`config.mk`:
```
export PLATFORM = sky130hd
export DESIGN_NAME = mmio_switch
export DESIGN_NICKNAME = d
export VERILOG_FILES = /design/src/rtl/mmio_switch.sv
export SDC_FILE = /design/constraint.sdc
export NUM_CORES = 1
export LEC_CHECK = 0
export ABC_AREA = 0
export CORE_MARGIN = 1
export CORE_UTILIZATION = 42
export CTS_CLUSTER_SIZE = 8
export DETAILED_ROUTE_END_ITERATION = 6
export GPL_TIMING_DRIVEN = 1
export HOLD_SLACK_MARGIN = 0.12
export MAX_ROUTING_LAYER = met4
export PLACE_DENSITY_LB_ADDON = 0.08
export SKIP_CTS_REPAIR_TIMING = 1
export SYNTH_ARGS = -nofsm -noshare
export SYNTH_HDL_FRONTEND = slang
export SYNTH_SLANG_ARGS = --single-unit
```
`constraint.sdc`:
```
create_clock -name clk -period 3.8 [get_ports clk]
set_input_delay 0.95 -clock clk [delete_from_list [all_inputs] [get_ports clk]]
set_output_delay 0.95 -clock clk [all_outputs]
set_load 0.1 [all_outputs]
```
`src/rtl/mmio_switch.sv`:
```
// Memory-mapped interconnect: one CPU bridge master to NUM_SLV slaves via a base/mask
// decode table, registered req/ack handshake. Optional watchdog under MMIO_TIMEOUT_EN.
module mmio_switch #(
    parameter int ADDR_W  = 16,
    parameter int DATA_W  = 16,
    parameter int NUM_SLV = 4,
    // Slice i (bits [i*ADDR_W +: ADDR_W]) belongs to slave i; slave 0 is the RAM.
    parameter logic [NUM_SLV*ADDR_W-1:0] SLV_BASE = {16'hBF20, 16'hBF10, 16'hBF00, 16'h0000},
    parameter logic [NUM_SLV*ADDR_W-1:0] SLV_MASK = {16'hFFF0, 16'hFFF0, 16'hFFF0, 16'h8000},
    parameter int TIMEOUT = 255,
    parameter int TO_W    = 8
) (
    input  logic                      clk,
    input  logic                      rst,
    input  logic                      m_req,
    input  logic                      m_we,
    input  logic [ADDR_W-1:0]         m_addr,
    input  logic [DATA_W-1:0]         m_wdata,
    output logic [DATA_W-1:0]         m_rdata,
    output logic                      m_ack,
    output logic                      m_err,
    output logic                      busy,
    output logic [NUM_SLV-1:0]        s_req,
    output logic                      s_we,
    output logic [ADDR_W-1:0]         s_addr,
    output logic [DATA_W-1:0]         s_wdata,
    input  logic [NUM_SLV*DATA_W-1:0] s_rdata,
    input  logic [NUM_SLV-1:0]        s_ack,
    output logic [1:0]                state_dbg
);

    // Handshake: the master holds m_req and its payload until the one-cycle m_ack;
    // a slave sees s_req held until it returns s_ack for one cycle.
    localparam int SEL_W = (NUM_SLV > 1) ? $clog2(NUM_SLV) : 1;

    typedef enum logic [1:0] {
        IDLE   = 2'd0,
        ACCESS = 2'd1,
        RESP   = 2'd2
    } state_t;

    state_t               state_q, state_d;
    logic [SEL_W-1:0]     sel_q, sel_d;
    logic [NUM_SLV-1:0]   s_req_d;
    logic                 s_we_d;
    logic [ADDR_W-1:0]    s_addr_d;
    logic [DATA_W-1:0]    s_wdata_d;
    logic                 m_ack_d, m_err_d;
    logic [DATA_W-1:0]    m_rdata_d;
    logic                 hit;
    logic [SEL_W-1:0]     hit_idx;
    logic                 sel_ack;

`ifdef MMIO_TIMEOUT_EN
    logic [TO_W-1:0]      cnt_q, cnt_d;
`else
    logic                 unused_cfg;
    assign unused_cfg = ^{TIMEOUT[0], TO_W[0]};
`endif

    assign busy      = m_req & ~m_ack;
    assign state_dbg = state_q;
    assign sel_ack   = s_ack[sel_q];

    // Descending scan so the lowest-index match is the last assignment and wins.
    always_comb begin
        hit     = 1'b0;
        hit_idx = '0;
        for (int i = NUM_SLV - 1; i >= 0; i--) begin
            if ((m_addr & SLV_MASK[i*ADDR_W +: ADDR_W]) == SLV_BASE[i*ADDR_W +: ADDR_W]) begin
                hit     = 1'b1;
                hit_idx = SEL_W'(i);
            end
        end
    end

    always_comb begin
        state_d   = state_q;
        sel_d     = sel_q;
        s_req_d   = s_req;
        s_we_d    = s_we;
        s_addr_d  = s_addr;
        s_wdata_d = s_wdata;
        m_ack_d   = 1'b0;
        m_err_d   = 1'b0;
        m_rdata_d = m_rdata;
`ifdef MMIO_TIMEOUT_EN
        cnt_d     = cnt_q;
`endif
        case (state_q)
            IDLE: begin
                if (m_req) begin
                    s_we_d    = m_we;
                    s_addr_d  = m_addr;
                    s_wdata_d = m_wdata;
                    if (hit) begin
                        sel_d   = hit_idx;
                        s_req_d = NUM_SLV'(1) << hit_idx;
`ifdef MMIO_TIMEOUT_EN
                        cnt_d   = '0;
`endif
                        state_d = ACCESS;
                    end else begin
                        m_ack_d   = 1'b1;
                        m_err_d   = 1'b1;
                        m_rdata_d = '0;
                        state_d   = RESP;
                    end
                end
            end
            ACCESS: begin
                if (sel_ack) begin
                    s_req_d   = '0;
                    m_ack_d   = 1'b1;
                    m_rdata_d = s_we ? '0 : s_rdata[sel_q*DATA_W +: DATA_W];
                    state_d   = RESP;
                end
`ifdef MMIO_TIMEOUT_EN
                else if (cnt_q == TO_W'(TIMEOUT - 1)) begin
                    s_req_d   = '0;
                    m_ack_d   = 1'b1;
                    m_err_d   = 1'b1;
                    m_rdata_d = '0;
                    state_d   = RESP;
                end else begin
                    cnt_d = cnt_q + 1'b1;
                end
`endif
            end
            RESP:    state_d = IDLE;
            default: state_d = IDLE;
        endcase
    end

    always_ff @(posedge clk or negedge rst) begin
        if (!rst) begin
            state_q <= IDLE;
            sel_q   <= '0;
            s_req   <= '0;
            s_we    <= 1'b0;
            s_addr  <= '0;
            s_wdata <= '0;
            m_ack   <= 1'b0;
            m_err   <= 1'b0;
            m_rdata <= '0;
`ifdef MMIO_TIMEOUT_EN
            cnt_q   <= '0;
`endif
        end else begin
            state_q <= state_d;
            sel_q   <= sel_d;
            s_req   <= s_req_d;
            s_we    <= s_we_d;
            s_addr  <= s_addr_d;
            s_wdata <= s_wdata_d;
            m_ack   <= m_ack_d;
            m_err   <= m_err_d;
            m_rdata <= m_rdata_d;
`ifdef MMIO_TIMEOUT_EN
            cnt_q   <= cnt_d;
`endif
        end
    end

endmodule
```
==> results.json, run 1 <==
{
  "fin_skew_ps": 6.54,
  "reg2reg_from": "sel_q[0]",
  "ir_drop_v": 0.000446,
  "cts_buffers": 9,
  "cts_sinks": 59,
  "worstPathArrival_ps": 1970,
  "root_buffer": "clkbuf_8",
  "avgSynthCellArea_sq_um": 11.3,
  "yosys.area_share.simple_pct": 21.2,
  "synth_cell_types": 31,
  "grtUsageTotal_pct": 23.1,
  "pwr-share-seq_pct": 27.0,
  "design.die.area_sq_um": 7170,
  "end_kind": "output port",
  "p_sw_share_pct": 49.2,
  "ys_seq_elements": 59,
  "io_pins": 162,
  "clk_latency_ps": 320,
  "crit_fanout": 4,
  "p_clk_share_pct": 20.7,
  "maxSlewHeadroom_pct": 31.3,
  "die_x_um": 84.7,
  "antenna_found_initial": 0,
  "report.power.total_mw": 3.06,
  "cts_buffer_depth": 2,
  "synthArstFlopShare_pct": 100,
  "cts_max_level": 3,
  "final_hold_viol_count": 0,
  "syn2layout_area_growth_pct": 67.0,
  "synth_flop_cell": "dfrtp_1",
  "leakagePower_nw": 2.11,
  "drt_iter0_drc": 79,
  "grt_overflow": 0,
  "report.final.slew_viol_count": 0,
  "power_switching_mw": 1.51,
  "netlist_area_sq_um": 2870,
  "syn-num-nets": 359,
  "cts_tree": "done",
  "hp-class": "reg2reg",
  "wl_per_cell_um": 15.3,
  "first_global_vias": 2620,
  "synth_edf_count": 0,
  "ant_nets": 0,
  "final-setup-viol-count": 0,
  "clkTransAtPathRegs_ps": 70,
  "synth-compound-area-share_pct": 2.75,
  "drv_cap": 0,
  "dr.pass1.iters": 6,
  "rows": 29,
  "io_buffers": 161,
  "cp.required_ps": 2850,
  "finalWeightedCongestion": 0.786,
  "worstHoldStart": "s_wdata[5]",
  "yosysSeqAreaShare_pct": 51.4,
  "synth-adder-area-share_pct": 0,
  "path_class": "in2out",
  "p_comb_share_pct": 52.2,
  "grt_pass1_wl_mm": 12.5,
  "startpoint_type": "primary input",
  "synth.area.mux_share_pct": 22.3,
  "post-route-period-util_pct": 76.7,
  "final.setup.tns_ps": 0,
  "status": "finished with violations",
  "core_sq_um": 6460,
  "internal_power_mw": 1.55,
  "die-height_um": 84.7,
  "fin_crit_ps": 2920,
  "crit_start": "m_req",
  "syn_inst": 255,
  "worst_pin_slew_ps": 1030,
  "power.density_nw_per_um2": 638,
  "grt_max_degree": 36,
  "finalWirelength_mm": 7.68,
  "nets": 524,
  "yosys_warnings": 0,
  "num_vias": 2522,
  "fmax_mhz": 343,
  "vias_per_cell": 5.02,
  "dpl.hpwl_mm": 5.77,
  "antenna_cells": 0,
  "synthXorXnorAreaFrac_pct": 0,
  "drc": 12,
  "floorplan.initialDensity_pct": 44.5,
  "synth_top_family_by_area": "multiplexers",
  "rsz0062_at_grt": "no",
  "drive_above_1_share_pct": 15.5,
  "violations": "DRC"
}
power groups by stage:
stage / combinational, mW / clock [mW] / sequential [mW]
2_1_floorplan: 0.216 / 0 / 1.77
3_3_place_gp: 1.59 / 0 / 0.834
5_1_grt: 1.65 / 0.680 / 0.844
6_report: 1.60 / 0.634 / 0.827
4_1_cts: 1.61 / 0.650 / 0.829
3_5_place_dp: 1.60 / 0 / 0.838
Yosys cell counts (all sizes together) (2+ instances only):
cell type / n / area share (%)
inv: 3 / 0.39
nand2: 101 / 13
mux2: 19 / 8.6
nor2: 5 / 0.65
clkbuf: 9 / 1.2
o21ai: 3 / 0.92
nor4: 2 / 0.96
nor3b: 2 / 0.70
buf: 3 / 0.74
dfrtp: 59 / 51
nor2b: 18 / 3.9
mux4: 17 / 13
cells in the final DEF (no fill, tap or decap), types with 2 or more instances in the layout:
cell type / instances
nand2_1: 101
mux4_2: 17
nor2_1: 5
clkdlybuf4s50_1: 157
clkinvlp_4: 2
dfrtp_1: 59
nor2b_1: 18
buf_4: 7
mux2_4: 9
inv_1: 3
o21ai_0: 2
mux2_2: 10
clkbuf_8: 10
bufinv_16: 2
kinds of logic after synthesis:
family                 count (synthesis)
and+or+nand+nor                      135
AOI/OAI and AO/OA                      9
muxes                                 37
DFF                                   59
buffers and inverters                 15
state kept, by name, summed over array words and instances (netlist names):
name / flops
s_we: 1
m_err: 1
m_rdata: 16
state_dbg: 2
s_req: 4
m_ack: 1
sel_q: 2
s_addr: 16
s_wdata: 16
critical path, cell delays in order:
cell and delay (ps):
clkdlybuf4s50_1 560, nor2b_1 250, buf_12 210
final timing paths:
| path | cells past startpoint | slack [ps] | to |
|---|---|---|---|
| max | 3 | 880 | busy |
| min | 2 | 480 | s_wdata[5] |
| max reg2reg | 4 | 1600 | s_req[2] |
| min reg2reg | 2 | 480 | s_wdata[5] |
| max in group asynchronous | 2 | 2310 | s_addr[5] |
| min in group asynchronous | 1 | 630 | m_rdata[6] |
cell type report:
type	count	area [sq um]
multi-input combinational	181	1340
clock inverter	6	88.8
sequential	59	1480
timing repair buffer	166	1650
clock buffer	10	138
inverter	3	11.3
tap	77	96.3
fill	505	1660
layer usage:
metal	up-vias	track usage [%]	share of wire, %
met4	0	6.93	1.3
met2	100	38.5	50
met1	1223	27.9	41
li1	1191	-	-
met5	-	-	0
met3	8	5.80	7.9
stage by stage:
stage               hold WS, ps  utilization (%)  cells  setup slack, ps  cell area (sq um)
global route                495             74.2    502              855               4790
global placement            458             70.7    486              652               4570
finish                      475             74.2    502              885               4790
detailed placement          461             70.7    486              581               4570
CTS                         479             74.2    502              880               4790
floorplan                   654                -    255              566               2870
No activity file was read; power rests on OpenSTA's default activity.
==> run 2: changes to the inputs <==
CORE_UTILIZATION = 39   (was 42)
clock period = 2.8 ns   (was 3.8 ns; I/O delays follow)
==> run 2 against run 1 <==
The flow now finishes without violations; largest power group unchanged; worst setup slack got worse by 560 ps; combinational power rose by 32%; first-iteration DRC count fell by 49%; clock power rose by 52%; global-route usage fell by 0.15 points; via count rose by 0.56%.
==> results.json, run 2 (synthesis gave the netlist of run 1 again) <==
{
  "layout_commonest_cell": "clkdlybuf4s50_1",
  "rsz0062_at_grt": "no",
  "rr_worst_depth": 5,
  "cpPeakStageDelay_ps": 590,
  "path_class": "in2reg",
  "post-route-period-util_pct": 88.6,
  "setup_ws_ps": 320,
  "leakagePower_nw": 2.25,
  "cts_buffer_depth": 2,
  "cp_cell_sequence": "clkdlybuf4s50_1, or4b_4, nor4_4, o21ai_4, mux2_4",
  "end_kind": "register",
  "die_x_um": 87.8,
  "worstPathArrival_ps": 2690,
  "fin_crit_ps": 2480,
  "first_global_vias": 2763,
  "floorplan.initialDensity_pct": 41.4,
  "finalWeightedCongestion": 0.784,
  "maxSlewHeadroom_pct": 54.5,
  "hp-class": "in2async",
  "drt_iter0_drc": 40,
  "drv_cap": 0,
  "vias_per_cell": 4.79,
  "path_delay_family": "simple AND/OR/NAND/NOR gates",
  "final_hold_viol_count": 0,
  "critPathBufInv": 1,
  "wl_per_cell_um": 15.0,
  "grt_most_used_layer": "met2",
  "io_pins": 162,
  "report.power.total_mw": 4.20,
  "cts_tree": "done",
  "final_area_sq_um": 4770,
  "fmax_mhz": 403,
  "cp.depth": 5,
  "crit_fanout": 17,
  "root_buffer": "clkbuf_8",
  "ant_nets": 0,
  "layout_common_cells": "clkdlybuf4s50_1 (102), nand2_1 (101), buf_4 (70)",
  "cts_buffers": 9,
  "drc": 0,
  "place_area_sq_um": 4520,
  "power.density_nw_per_um2": 882,
  "startpoint_type": "primary input",
  "clkTransAtPathRegs_ps": 70,
  "finalWirelength_mm": 7.95,
  "cts_sinks": 59,
  "antenna_cells": 0,
  "worst_pin_slew_ps": 680,
  "fin_skew_ps": 9.68,
  "rows": 30,
  "num_vias": 2536,
  "cp.required_ps": 3010,
  "drive_above_1_share_pct": 30.0,
  "design.die.area_sq_um": 7710,
  "report.final.slew_viol_count": 0,
  "syn2layout_area_growth_pct": 66.0,
  "post-place-ws_ps": -13.6,
  "largestRegisters": "m_rdata x16, s_addr x16, s_wdata x16",
  "core_sq_um": 6940,
  "final-setup-viol-count": 0,
  "ir_drop_v": 0.000648,
  "io_buffers": 161,
  "crit_slowest_cell": "or4b_4",
  "grt_overflow": 0,
  "dpl.hpwl_mm": 6.15,
  "dr.pass1.iters": 4,
  "die-height_um": 87.8,
  "status": "complete, no violations",
  "grt_max_degree": 35,
  "met2_usage_pct": 38.0,
  "nFillCells": 572,
  "grt_util_met3_pct": 3.96,
  "clk_latency_ps": 320,
  "hold_slack_ps": 353,
  "gr-usage-met1_pct": 28.3,
  "grtUsageTotal_pct": 23.0,
  "cts_max_level": 3,
  "antenna_found_initial": 0,
  "nets": 532,
  "grt_pass1_wl_mm": 13.1
}
## run 2: cell types whose count changed in the layout (fill, tap and decap cells not counted)
cell,change
bufinv_16,+1
clkinvlp_4,-2
buf_4,+63
clkdlybuf4s50_1,-55
nor2b_1,-1
clkinv_4,+1
nor2b_2,+1
## run 2: layer usage
layer / wire (um) / part of all wire [%]
met1: 3330 / 42
met3: 497 / 6.3
met4: 67 / 0.84
met5: 0 / 0
met2: 4050 / 51
## run 2: power by group
part,internal [mW],leakage [nW],switching [mW]
sequential,1.02,0.760,0.102
clock,0.617,0.126,0.346
combinational,0.504,1.37,1.61
## run 2: cell type report
type	instances	area, sq um	share of cell area (%)
Inverter	3	11.3	0.236
Multi-Input combinational cell	181	1340	28.1
Tap cell	96	120	2.52
Clock inverter	6	113	2.36
Clock buffer	10	138	2.89
Timing Repair Buffer	174	1570	33.0
Sequential cell	59	1480	31.0
## run 2: path summary, 6_finish.rpt
check                                start  slack [ps]         end
worst max-delay path            m_addr[14]         320  m_rdata[2]
worst min-delay path                   rst         350  m_rdata[7]
worst max register to register    sel_q[0]         800    s_req[2]
worst min register to register  s_wdata[4]         480  s_wdata[4]
max in group asynchronous              rst        1780  m_rdata[1]
min in group clk                s_wdata[4]         480  s_wdata[4]
## run 2: metrics by stage
| stage | TNS [ps] | util [%] | cells |
|---|---|---|---|
| 3_3_place_gp | 0 | 65.0 | 513 |
| 6_report | 0 | 68.6 | 529 |
| 2_1_floorplan | 0 | - | 255 |
| 4_1_cts | 0 | 68.6 | 529 |
| 5_1_grt | 0 | 68.6 | 529 |
| 3_5_place_dp | -91.8 | 65.0 | 513 |
==> run 3: changes to the inputs <==
CORE_MARGIN = 8   (was 1)
==> run 3 against run 2 <==
Fmax fell by 0.61%; power down 4.5%; combinational power about the same; sequential share of layout area up 0.45 points; via count grew 0.79%; sequential power about the same; wire length grew 13%; clock power shrank 20%; worst setup slack worse by 15 ps; critical endpoint is now m_rdata[14]; largest cell class unchanged.
==> results.json, run 3 (synthesis gave the netlist of run 1 again) <==
{
  "design.die.area_sq_um": 10400,
  "grt_pass1_wl_mm": 14.3,
  "floorplan.initialDensity_pct": 40.0,
  "final.setup.tns_ps": 0,
  "layout_common_cells": "clkdlybuf4s50_1 (102), nand2_1 (101), buf_4 (68)",
  "antenna_cells": 0,
  "reg2reg_from": "state_dbg[1]",
  "maxSlewHeadroom_pct": 49.5,
  "vias_per_cell": 4.83,
  "fin_skew_ps": 5.75,
  "core_sq_um": 7180,
  "io_pins": 162,
  "grt_overflow": 0,
  "finalWeightedCongestion": 0.814,
  "report.final.slew_viol_count": 0,
  "cp.required_ps": 3010,
  "finalWirelength_mm": 8.95,
  "fin_crit_ps": 2500,
  "drt_iter0_drc": 54,
  "num_vias": 2556,
  "startpoint_type": "primary input",
  "power.density_nw_per_um2": 854,
  "holdPathStages": 2,
  "nets": 530,
  "crit_fanout": 17,
  "die_x_um": 102,
  "cts_buffer_depth": 2,
  "die-height_um": 102,
  "rsz0062_at_grt": "no",
  "hp-class": "reg2reg",
  "layout_commonest_cell": "clkdlybuf4s50_1",
  "post-route-period-util_pct": 89.1,
  "ant_nets": 0,
  "leakagePower_nw": 2.22,
  "ir_drop_v": 0.000669,
  "cts_max_level": 3,
  "r2r_setup_slack_ps": 810,
  "largestRegisters": "m_rdata x16, s_addr x16, s_wdata x16",
  "io_buffers": 161,
  "root_buffer": "clkbuf_8",
  "final_hold_viol_count": 0,
  "status": "complete, no violations",
  "worst_r2r_endpoint": "m_rdata[15]",
  "drive_above_1_share_pct": 29.1,
  "rows": 31,
  "first_global_vias": 2781,
  "cts_buffers": 9,
  "dpl.hpwl_mm": 7.03,
  "wl_per_cell_um": 16.9,
  "path_class": "in2reg",
  "antenna_found_initial": 0,
  "worstHoldStart": "s_wdata[0]",
  "clkTransAtPathRegs_ps": 60,
  "drv_cap": 0,
  "syn2layout_area_growth_pct": 63.7,
  "cts_sinks": 59,
  "worstPathArrival_ps": 2700,
  "final-setup-viol-count": 0,
  "end_kind": "register",
  "drc": 0,
  "worst_pin_slew_ps": 758,
  "rr_worst_depth": 4,
  "grt_max_degree": 60,
  "cts_tree": "done",
  "stdcell_count": 529,
  "dr.pass1.iters": 4,
  "min_to": "s_wdata[0]",
  "clk_latency_ps": 330,
  "grtUsageTotal_pct": 18.8,
  "fmax_mhz": 401,
  "dp.cells": 514
}
[run 3: area by class of cell]
type	instances	area, sq um
timing repair buffer	172	1560
tap	99	124
inverter	3	11.3
multi-input combinational	181	1340
sequential	59	1480
fill	592	2480
clock inverter	2	35.0
clock buffer	13	159
[run 3: how the worst max path moves through the flow]
stage	startpoint	end	slack [ps]	cells after the start
6_report	m_addr[14]	m_rdata[14]	300	5
5_1_grt	m_addr[14]	m_rdata[9]	250	5
4_1_cts	m_addr[14]	m_rdata[14]	320	5
3_5_place_dp	m_addr[14]	m_rdata[14]	-30	5
3_3_place_gp	m_addr[14]	m_rdata[12]	30	5
2_1_floorplan	m_ack	busy	410	1
[run 3: worst max-delay path, cell delays in order]
cell             delay (ps)
clkdlybuf4s50_1         420
or4b_4                  590
nor4_4                  360
o21ai_4                 260
mux2_4                  360
[run 3: power by group]
| group | switching [mW] | total [mW] | internal (mW) |
|---|---|---|---|
| Combinational | 1.62 | 2.12 | 0.500 |
| Sequential | 0.0984 | 1.12 | 1.03 |
| Clock | 0.314 | 0.768 | 0.454 |
| Total | 2.03 | 4.01 | 1.98 |
[run 3: metrics by stage]
step	hold WS, ps	instance area, sq um	total power [mW]	utilization, %	setup slack [ps]
after floorplan	404	2870	2.69	-	412
after global placement	458	4510	3.25	62.8	26.0
after detailed placement	464	4510	3.28	62.8	-31.1
after CTS	480	4700	4.06	65.5	318
after global routing	493	4700	4.17	65.5	246
final	475	4700	4.01	65.5	305
[run 3: metal layers]
| metal | global-route usage, % | routed length (um) | vias up |
|---|---|---|---|
| met5 | - | 0 | - |
| met4 | 7.56 | 118 | 0 |
| met3 | 5.02 | 742 | 10 |
| met2 | 29.4 | 4260 | 98 |
| met1 | 22.4 | 3830 | 1247 |
| li1 | - | - | 1201 |
